<file path="config.mk">
export PLATFORM = sky130hd
export DESIGN_NAME = alu_share_arbiter_flat
export DESIGN_NICKNAME = d
export VERILOG_FILES = /design/src/rtl/alu_share_arbiter_if.sv /design/src/rtl/alu_share_arbiter.sv /design/src/flat_wrapper.sv
export SDC_FILE = /design/constraint.sdc
export NUM_CORES = 1
export LEC_CHECK = 0
export CELL_PAD_IN_SITES_DETAIL_PLACEMENT = 1
export CELL_PAD_IN_SITES_GLOBAL_PLACEMENT = 2
export CORE_ASPECT_RATIO = 0.9
export CORE_MARGIN = 5
export CORE_UTILIZATION = 23
export CTS_BUF_LIST = sky130_fd_sc_hd__clkbuf_8
export DETAILED_ROUTE_END_ITERATION = 12
export HOLD_SLACK_MARGIN = 0.15
export PLACE_DENSITY = 0.81
export SETUP_SLACK_MARGIN = 0.1
export SYNTH_ARGS = -nofsm -noshare
export SYNTH_HDL_FRONTEND = slang
export SYNTH_SLANG_ARGS = --single-unit
</file>
<file path="constraint.sdc">
create_clock -name clk -period 1.7 [get_ports clk]
set_input_delay 0.34 -clock clk [delete_from_list [all_inputs] [get_ports clk]]
set_output_delay 0.34 -clock clk [all_outputs]
set_load 0.1 [all_outputs]
</file>
<file path="src/rtl/alu_share_arbiter_if.sv">
// Request/response and shared-ALU bus for alu_share_arbiter.
// slave = arbiter side; master = clients plus the ALU instance.
interface alu_share_arbiter_if #(
    parameter int unsigned W = 4
);
    logic         req0_valid;
    logic         req0_ready;
    logic [W-1:0] req0_a;
    logic [W-1:0] req0_b;
    logic [3:0]   req0_f;
    logic         req1_valid;
    logic         req1_ready;
    logic [W-1:0] req1_a;
    logic [W-1:0] req1_b;
    logic [3:0]   req1_f;

    logic         rsp0_valid;
    logic         rsp0_ready;
    logic         rsp1_valid;
    logic         rsp1_ready;
    logic [W-1:0] rsp_y;
    logic         rsp_cout;
    logic         rsp_ov;

    logic [W-1:0] alu_a;
    logic [W-1:0] alu_b;
    logic [3:0]   alu_f;
    logic [W-1:0] alu_y;
    logic         alu_cout;
    logic         alu_ov;

    modport slave (
        input  req0_valid, req0_a, req0_b, req0_f,
        input  req1_valid, req1_a, req1_b, req1_f,
        output req0_ready, req1_ready,
        output rsp0_valid, rsp1_valid, rsp_y, rsp_cout, rsp_ov,
        input  rsp0_ready, rsp1_ready,
        output alu_a, alu_b, alu_f,
        input  alu_y, alu_cout, alu_ov
    );

    modport master (
        output req0_valid, req0_a, req0_b, req0_f,
        output req1_valid, req1_a, req1_b, req1_f,
        input  req0_ready, req1_ready,
        input  rsp0_valid, rsp1_valid, rsp_y, rsp_cout, rsp_ov,
        output rsp0_ready, rsp1_ready,
        input  alu_a, alu_b, alu_f,
        output alu_y, alu_cout, alu_ov
    );
endinterface

</file>
<file path="src/rtl/alu_share_arbiter.sv">
// Two-client round-robin sequencer in front of one shared combinational ALU.
// Optional grant counters: define ALU_ARB_STATS_EN.
module alu_share_arbiter #(
    parameter int unsigned W = 4
) (
    input logic clk,
    input logic rst_n,
    alu_share_arbiter_if.slave bus
`ifdef ALU_ARB_STATS_EN
    ,
    output logic [15:0] grant_cnt0,
    output logic [15:0] grant_cnt1
`endif
);

    typedef enum logic [1:0] {
        IDLE = 2'd0,
        EXEC = 2'd1,
        RESP = 2'd2
    } state_t;

    state_t       state_q;
    state_t       state_d;
    logic         last_grant_q;
    logic         owner_q;
    logic [W-1:0] a_q;
    logic [W-1:0] b_q;
    logic [3:0]   f_q;
    logic [W-1:0] y_q;
    logic         cout_q;
    logic         ov_q;

    logic         grant0;
    logic         grant1;
    logic         take0;
    logic         take1;

    // Readies are gated by rst_n so they read 0 while reset is held.
    always_comb begin
        grant0  = bus.req0_valid && (!bus.req1_valid || last_grant_q);
        grant1  = bus.req1_valid && (!bus.req0_valid || !last_grant_q);
        take0   = rst_n && (state_q == IDLE) && grant0;
        take1   = rst_n && (state_q == IDLE) && grant1;
        state_d = state_q;
        case (state_q)
            IDLE:    if (take0 || take1) state_d = EXEC;
            EXEC:    state_d = RESP;
            RESP:    if (owner_q ? bus.rsp1_ready : bus.rsp0_ready) state_d = IDLE;
            default: state_d = IDLE;
        endcase
    end

    always_ff @(posedge clk or negedge rst_n) begin
        if (!rst_n) begin
            state_q      <= IDLE;
            last_grant_q <= 1'b1;
            owner_q      <= 1'b0;
            a_q          <= '0;
            b_q          <= '0;
            f_q          <= '0;
            y_q          <= '0;
            cout_q       <= 1'b0;
            ov_q         <= 1'b0;
        end else begin
            state_q <= state_d;
            if (take0 || take1) begin
                owner_q      <= take1;
                last_grant_q <= take1;
                a_q          <= take1 ? bus.req1_a : bus.req0_a;
                b_q          <= take1 ? bus.req1_b : bus.req0_b;
                f_q          <= take1 ? bus.req1_f : bus.req0_f;
            end
            if (state_q == EXEC) begin
                y_q    <= bus.alu_y;
                cout_q <= bus.alu_cout;
                ov_q   <= bus.alu_ov;
            end
        end
    end

    assign bus.req0_ready = take0;
    assign bus.req1_ready = take1;
    assign bus.rsp0_valid = (state_q == RESP) && !owner_q;
    assign bus.rsp1_valid = (state_q == RESP) && owner_q;
    assign bus.rsp_y      = y_q;
    assign bus.rsp_cout   = cout_q;
    assign bus.rsp_ov     = ov_q;
    assign bus.alu_a      = a_q;
    assign bus.alu_b      = b_q;
    assign bus.alu_f      = f_q;

`ifdef ALU_ARB_STATS_EN
    always_ff @(posedge clk or negedge rst_n) begin
        if (!rst_n) begin
            grant_cnt0 <= '0;
            grant_cnt1 <= '0;
        end else begin
            if (take0 && grant_cnt0 != 16'hFFFF) grant_cnt0 <= grant_cnt0 + 16'd1;
            if (take1 && grant_cnt1 != 16'hFFFF) grant_cnt1 <= grant_cnt1 + 16'd1;
        end
    end
`endif

endmodule

</file>
<file path="src/flat_wrapper.sv">
// flat-port wrapper written by rule: the top's interface ports become plain ports
module alu_share_arbiter_flat 
#(
    parameter int unsigned W = 4
)
  (clk, rst_n, bus_req0_valid, bus_req0_a, bus_req0_b, bus_req0_f, bus_req1_valid, bus_req1_a, bus_req1_b, bus_req1_f, bus_req0_ready, bus_req1_ready, bus_rsp0_valid, bus_rsp1_valid, bus_rsp_y, bus_rsp_cout, bus_rsp_ov, bus_rsp0_ready, bus_rsp1_ready, bus_alu_a, bus_alu_b, bus_alu_f, bus_alu_y, bus_alu_cout, bus_alu_ov);
  alu_share_arbiter_if #(.W(W)) bus_i ();
  input logic clk;
  input logic rst_n;
  input wire logic [$bits(bus_i.req0_valid)-1:0] bus_req0_valid;
  input wire logic [$bits(bus_i.req0_a)-1:0] bus_req0_a;
  input wire logic [$bits(bus_i.req0_b)-1:0] bus_req0_b;
  input wire logic [$bits(bus_i.req0_f)-1:0] bus_req0_f;
  input wire logic [$bits(bus_i.req1_valid)-1:0] bus_req1_valid;
  input wire logic [$bits(bus_i.req1_a)-1:0] bus_req1_a;
  input wire logic [$bits(bus_i.req1_b)-1:0] bus_req1_b;
  input wire logic [$bits(bus_i.req1_f)-1:0] bus_req1_f;
  output wire logic [$bits(bus_i.req0_ready)-1:0] bus_req0_ready;
  output wire logic [$bits(bus_i.req1_ready)-1:0] bus_req1_ready;
  output wire logic [$bits(bus_i.rsp0_valid)-1:0] bus_rsp0_valid;
  output wire logic [$bits(bus_i.rsp1_valid)-1:0] bus_rsp1_valid;
  output wire logic [$bits(bus_i.rsp_y)-1:0] bus_rsp_y;
  output wire logic [$bits(bus_i.rsp_cout)-1:0] bus_rsp_cout;
  output wire logic [$bits(bus_i.rsp_ov)-1:0] bus_rsp_ov;
  input wire logic [$bits(bus_i.rsp0_ready)-1:0] bus_rsp0_ready;
  input wire logic [$bits(bus_i.rsp1_ready)-1:0] bus_rsp1_ready;
  output wire logic [$bits(bus_i.alu_a)-1:0] bus_alu_a;
  output wire logic [$bits(bus_i.alu_b)-1:0] bus_alu_b;
  output wire logic [$bits(bus_i.alu_f)-1:0] bus_alu_f;
  input wire logic [$bits(bus_i.alu_y)-1:0] bus_alu_y;
  input wire logic [$bits(bus_i.alu_cout)-1:0] bus_alu_cout;
  input wire logic [$bits(bus_i.alu_ov)-1:0] bus_alu_ov;
  assign bus_i.req0_valid = bus_req0_valid;
  assign bus_i.req0_a = bus_req0_a;
  assign bus_i.req0_b = bus_req0_b;
  assign bus_i.req0_f = bus_req0_f;
  assign bus_i.req1_valid = bus_req1_valid;
  assign bus_i.req1_a = bus_req1_a;
  assign bus_i.req1_b = bus_req1_b;
  assign bus_i.req1_f = bus_req1_f;
  assign bus_req0_ready = bus_i.req0_ready;
  assign bus_req1_ready = bus_i.req1_ready;
  assign bus_rsp0_valid = bus_i.rsp0_valid;
  assign bus_rsp1_valid = bus_i.rsp1_valid;
  assign bus_rsp_y = bus_i.rsp_y;
  assign bus_rsp_cout = bus_i.rsp_cout;
  assign bus_rsp_ov = bus_i.rsp_ov;
  assign bus_i.rsp0_ready = bus_rsp0_ready;
  assign bus_i.rsp1_ready = bus_rsp1_ready;
  assign bus_alu_a = bus_i.alu_a;
  assign bus_alu_b = bus_i.alu_b;
  assign bus_alu_f = bus_i.alu_f;
  assign bus_i.alu_y = bus_alu_y;
  assign bus_i.alu_cout = bus_alu_cout;
  assign bus_i.alu_ov = bus_alu_ov;
  alu_share_arbiter #(.W(W)) u_core (.clk(clk), .rst_n(rst_n), .bus(bus_i));
endmodule
</file>
After elaboration in Yosys (flattened, before gate mapping)
Index checks and enable logic that the tools add are counted.
{"block": "classes", "n_reduce_logical": 16, "n_eq_ne": 4, "n_mux": 7}
{"op": "2-to-1 mux 4 bit", "count": 3}
{"op": "logical AND 1 bit", "count": 7}
{"op": "one-hot mux 2 bit (3 select lines)", "count": 1}
{"op": "zero test 1 bit", "count": 4}
{"op": "2-to-1 mux 2 bit", "count": 2}
{"op": "logical OR 1 bit", "count": 3}
{"op": "equality test 2 x 1 -> 1 bit (second input constant)", "count": 1}
{"op": "equality test 2 bit (second input constant)", "count": 1}
{"op": "zero test 2 bit", "count": 1}
{"op": "!= test 2 x 1 -> 1 bit (second input constant)", "count": 1}
{"op": "!= test 2 bit (second input constant)", "count": 1}
{"op": "AND reduction 2 bit", "count": 1}
{"op": "2-to-1 mux 1 bit", "count": 1}
{"block": "word_totals", "input_bits": 36, "reg_bits": 22}

Logic depth before layout (Yosys ltp)
{"block": "logic_depth", "word_depth": 7, "ltp_mapped": 4, "depth_no_buf": 3}

Worst setup path before layout
OpenSTA, ideal clock, no wires.
{"block": "synth_path", "path_kind": "reg-to-output", "start": "reg u_core.state_q[1]", "end": "out bus_req1_ready", "stages_incl_launch_ff": 3, "path_buffers": 0, "slack_ns": -0.801, "t_arrival_ns": 2.161, "required_ns": 1.360, "cell_sequence": "dfrtp_1 -> or3b_4 -> nor2_1"}
{"block": "synth_via", "elab_chain_cells": 3}
{"item": "start, declared", "line_no": "alu_share_arbiter.sv:22", "rtl": "state_t state_q;"}
{"item": "start signal, assigned", "line_no": "alu_share_arbiter.sv:65", "rtl": "state_q <= state_d;"}
{"item": "zero test 2 bit", "line_no": "alu_share_arbiter.sv:43", "rtl": "take1 = rst_n && (state_q == IDLE) && grant1;"}
{"item": "logical AND 1 bit (2 in a row)", "line_no": "alu_share_arbiter.sv:43"}
{"item": "end, declared", "line_no": "flat_wrapper.sv:19", "rtl": "output wire logic [$bits(bus_i.req1_ready)-1:0] bus_req1_ready;"}
Every way passes these cells.

Final worst setup path
Ends and elaborated chain as after synthesis.

==> results.toml <==
[worst_setup_path]
crit_fanout = 4
crit_required_ns = 1.36
cp-end-kind = "primary output"
start_kind = "flip-flop"
r2r_start = "u_core.state_q[0]"
worstPathArrival_ns = 1.44
ff2ff_setup_slack_ns = 0.19
crit_type = "reg -> out"
worstSetupStartpoint = "u_core.state_q[1]"

[final_layout]
seq_area_um2 = 553
antenna_cells = 0
final_cell_mix = "33 x clkdlybuf4s50_1, 23 x buf_12, 20 x dfrtp_1"
syn_to_final_growth_pct = 90.3
multiInputGateArea_um2 = 478
final_common_cell = "clkdlybuf4s50_1"
utilization_pct = 45.6
drive_gt1_share_pct = 32.5
nFillCells = 502
nNetsFinal = 206

[clocking]
cts.htree.levels = 1
ctsHoldBuffers = 0
clk_transition_reported_paths_ns = 0.08
clk_path_buf_depth = 2
tritoncts = "built"
cts.sink_count = 22
cts_buffers = 3
clk_latency_ns = 0.26
cts_root_buf = "clkbuf_8"

[min_path]
hold_path.class = "in -> async"

[sta]
fin_crit_sh_pct = 104
finalSetupViolations = 1
period_minus_slack_ns = 1.78
fin_worst_skew_ns = 0.00965
tns_ns = -0.0762
rsz0062_at_grt = "true"
hold_viol_final = 0
fmax_mhz = 563
max_slew_margin_pct = 77.1
slew_violations = 0
tightest_slew_ns = 0.343
holdWs_ns = 0.173
setup_slack_ns = -0.0762

[status]
outcome = "complete, but fails checks"
violations = "negative setup slack"

[logic_synthesis]
synth-edff-count = 0
synth-main-ff-cell = "dfrtp_1"
postSynthCellCount = 103
mappedNetlistArea_mm2 = 0.00108
syn_nets = 139
synth_area_per_cell_um2 = 10.5
synth_largest_area_cell = "dfrtp_1"
synthArstFlopShare_pct = 100
synth_warnings = 0
synth.area.top_cells = "dfrtp_1 49%, a31oi_1 6.9%, mux2_2 6.2%"
synth-seq-area-share_pct = 51.0
synth.distinct_cells = 23
synth_top_area_share_pct = 48.6
ys_seq_elements = 22

[die]
initial_core_util_pct = 24.0
io_pins = 58
core-area_mm2 = 0.00452
rows = 23
die_h_um = 75.1
die_w_um = 82.3
die_area_mm2 = 0.00618

[placed_design]
dp_hpwl_mm = 3.09
place.port_buffers = 57
gp_congestion = 0.691
place_ws_ns = -0.263

[detailed_routing]
drt_iter0_drc = 29
ant_nets = 0
wire_per_inst_um = 17.3
drc = 0
wirelength_mm = 3.99
dr_total_vias = 1101
first_pass_iters = 4
viasPerCell = 4.77

[flow_run]
drv_cap = 0

[global_route]
first_global_vias = 1224
grt_pass1_wl_mm = 6.25
overflow = 0
track_usage_pct = 13.4
antenna_found_initial = 0
grt_max_degree = 27
-- sequential cells by signal, summed over array words and instances, names as in the netlist --
| name | cells |
|---|---|
| u_core.bus.alu_a | 4 |
| u_core.bus.alu_f | 4 |
| u_core.last_grant_q | 1 |
| u_core.owner_q | 1 |
| u_core.bus.rsp_cout | 1 |
| u_core.state_q | 2 |
| u_core.bus.alu_b | 4 |
| u_core.bus.rsp_ov | 1 |
| u_core.bus.rsp_y | 4 |
-- layer usage --
layer / vias up / wire, um / GRT usage (%)
met4: 0 / 100 / 5.54
met2: 35 / 2040 / 23.9
met1: 550 / 1710 / 16.2
li1: 508 / - / -
met3: 8 / 140 / 1.91
met5: - / 0 / 0
-- cells in the mapped netlist (all sizes together) (2+ instances only) --
master / count
dfrtp: 21
nand3: 13
o21ai: 13
a21oi: 12
a31oi: 12
buf: 7
mux2: 7
nor2: 3
a21o: 2
inv: 2
nand2b: 2
-- logic make-up after synthesis --
| kind of cell | share of synthesized area [%] |
|---|---|
| AO/OA/AOI/OAI | 21.5 |
| AND/OR/NAND/NOR | 13.1 |
| multiplexers | 7.28 |
| flip-flops | 51.0 |
| buffers and inverters | 7.17 |
-- stage by stage --
step,cell area (um^2),instances
finish,2060,231
global route,2060,231
CTS,2050,231
detailed placement,1980,224
global placement,1980,224
floorplan,1100,103
-- timing repair --
action | CTS | global route
cloned | 1 | 0
setup buffers | 2 | 0
gates resized for setup | 3 | 2
endpoints found under the setup margin | 16 | 16
pin swaps | 4 | 0
-- critical path: stages (launching register included) --
cell,delay [ns]
dfrtp_2,0.43
or3b_4,0.42
nor2_4,0.14
buf_12,0.19
-- layout make-up --
class / instances / share of cell area [%]
clock inverter: 1 / 0.182
multi-input combinational: 72 / 23.2
tap: 62 / 3.77
inverter: 2 / 0.547
timing repair buffer: 69 / 43.4
sequential: 22 / 26.9
clock buffer: 3 / 2.00
-- path summary, 6_finish.rpt --
| path | end | cells past startpoint |
|---|---|---|
| min in group clk | u_core.last_grant_q | 1 |
| max reg2reg | u_core.bus.alu_a[1] | 5 |
| min reg2reg | u_core.last_grant_q | 1 |
| max in group asynchronous | u_core.bus.rsp_y[0] | 2 |
| max | bus_req1_ready | 3 |
| min | u_core.state_q[0] | 2 |
Power is left out: the tool's default activity adds up to more than one toggle a clock period on the data nets, which glitch-free logic cannot reach.
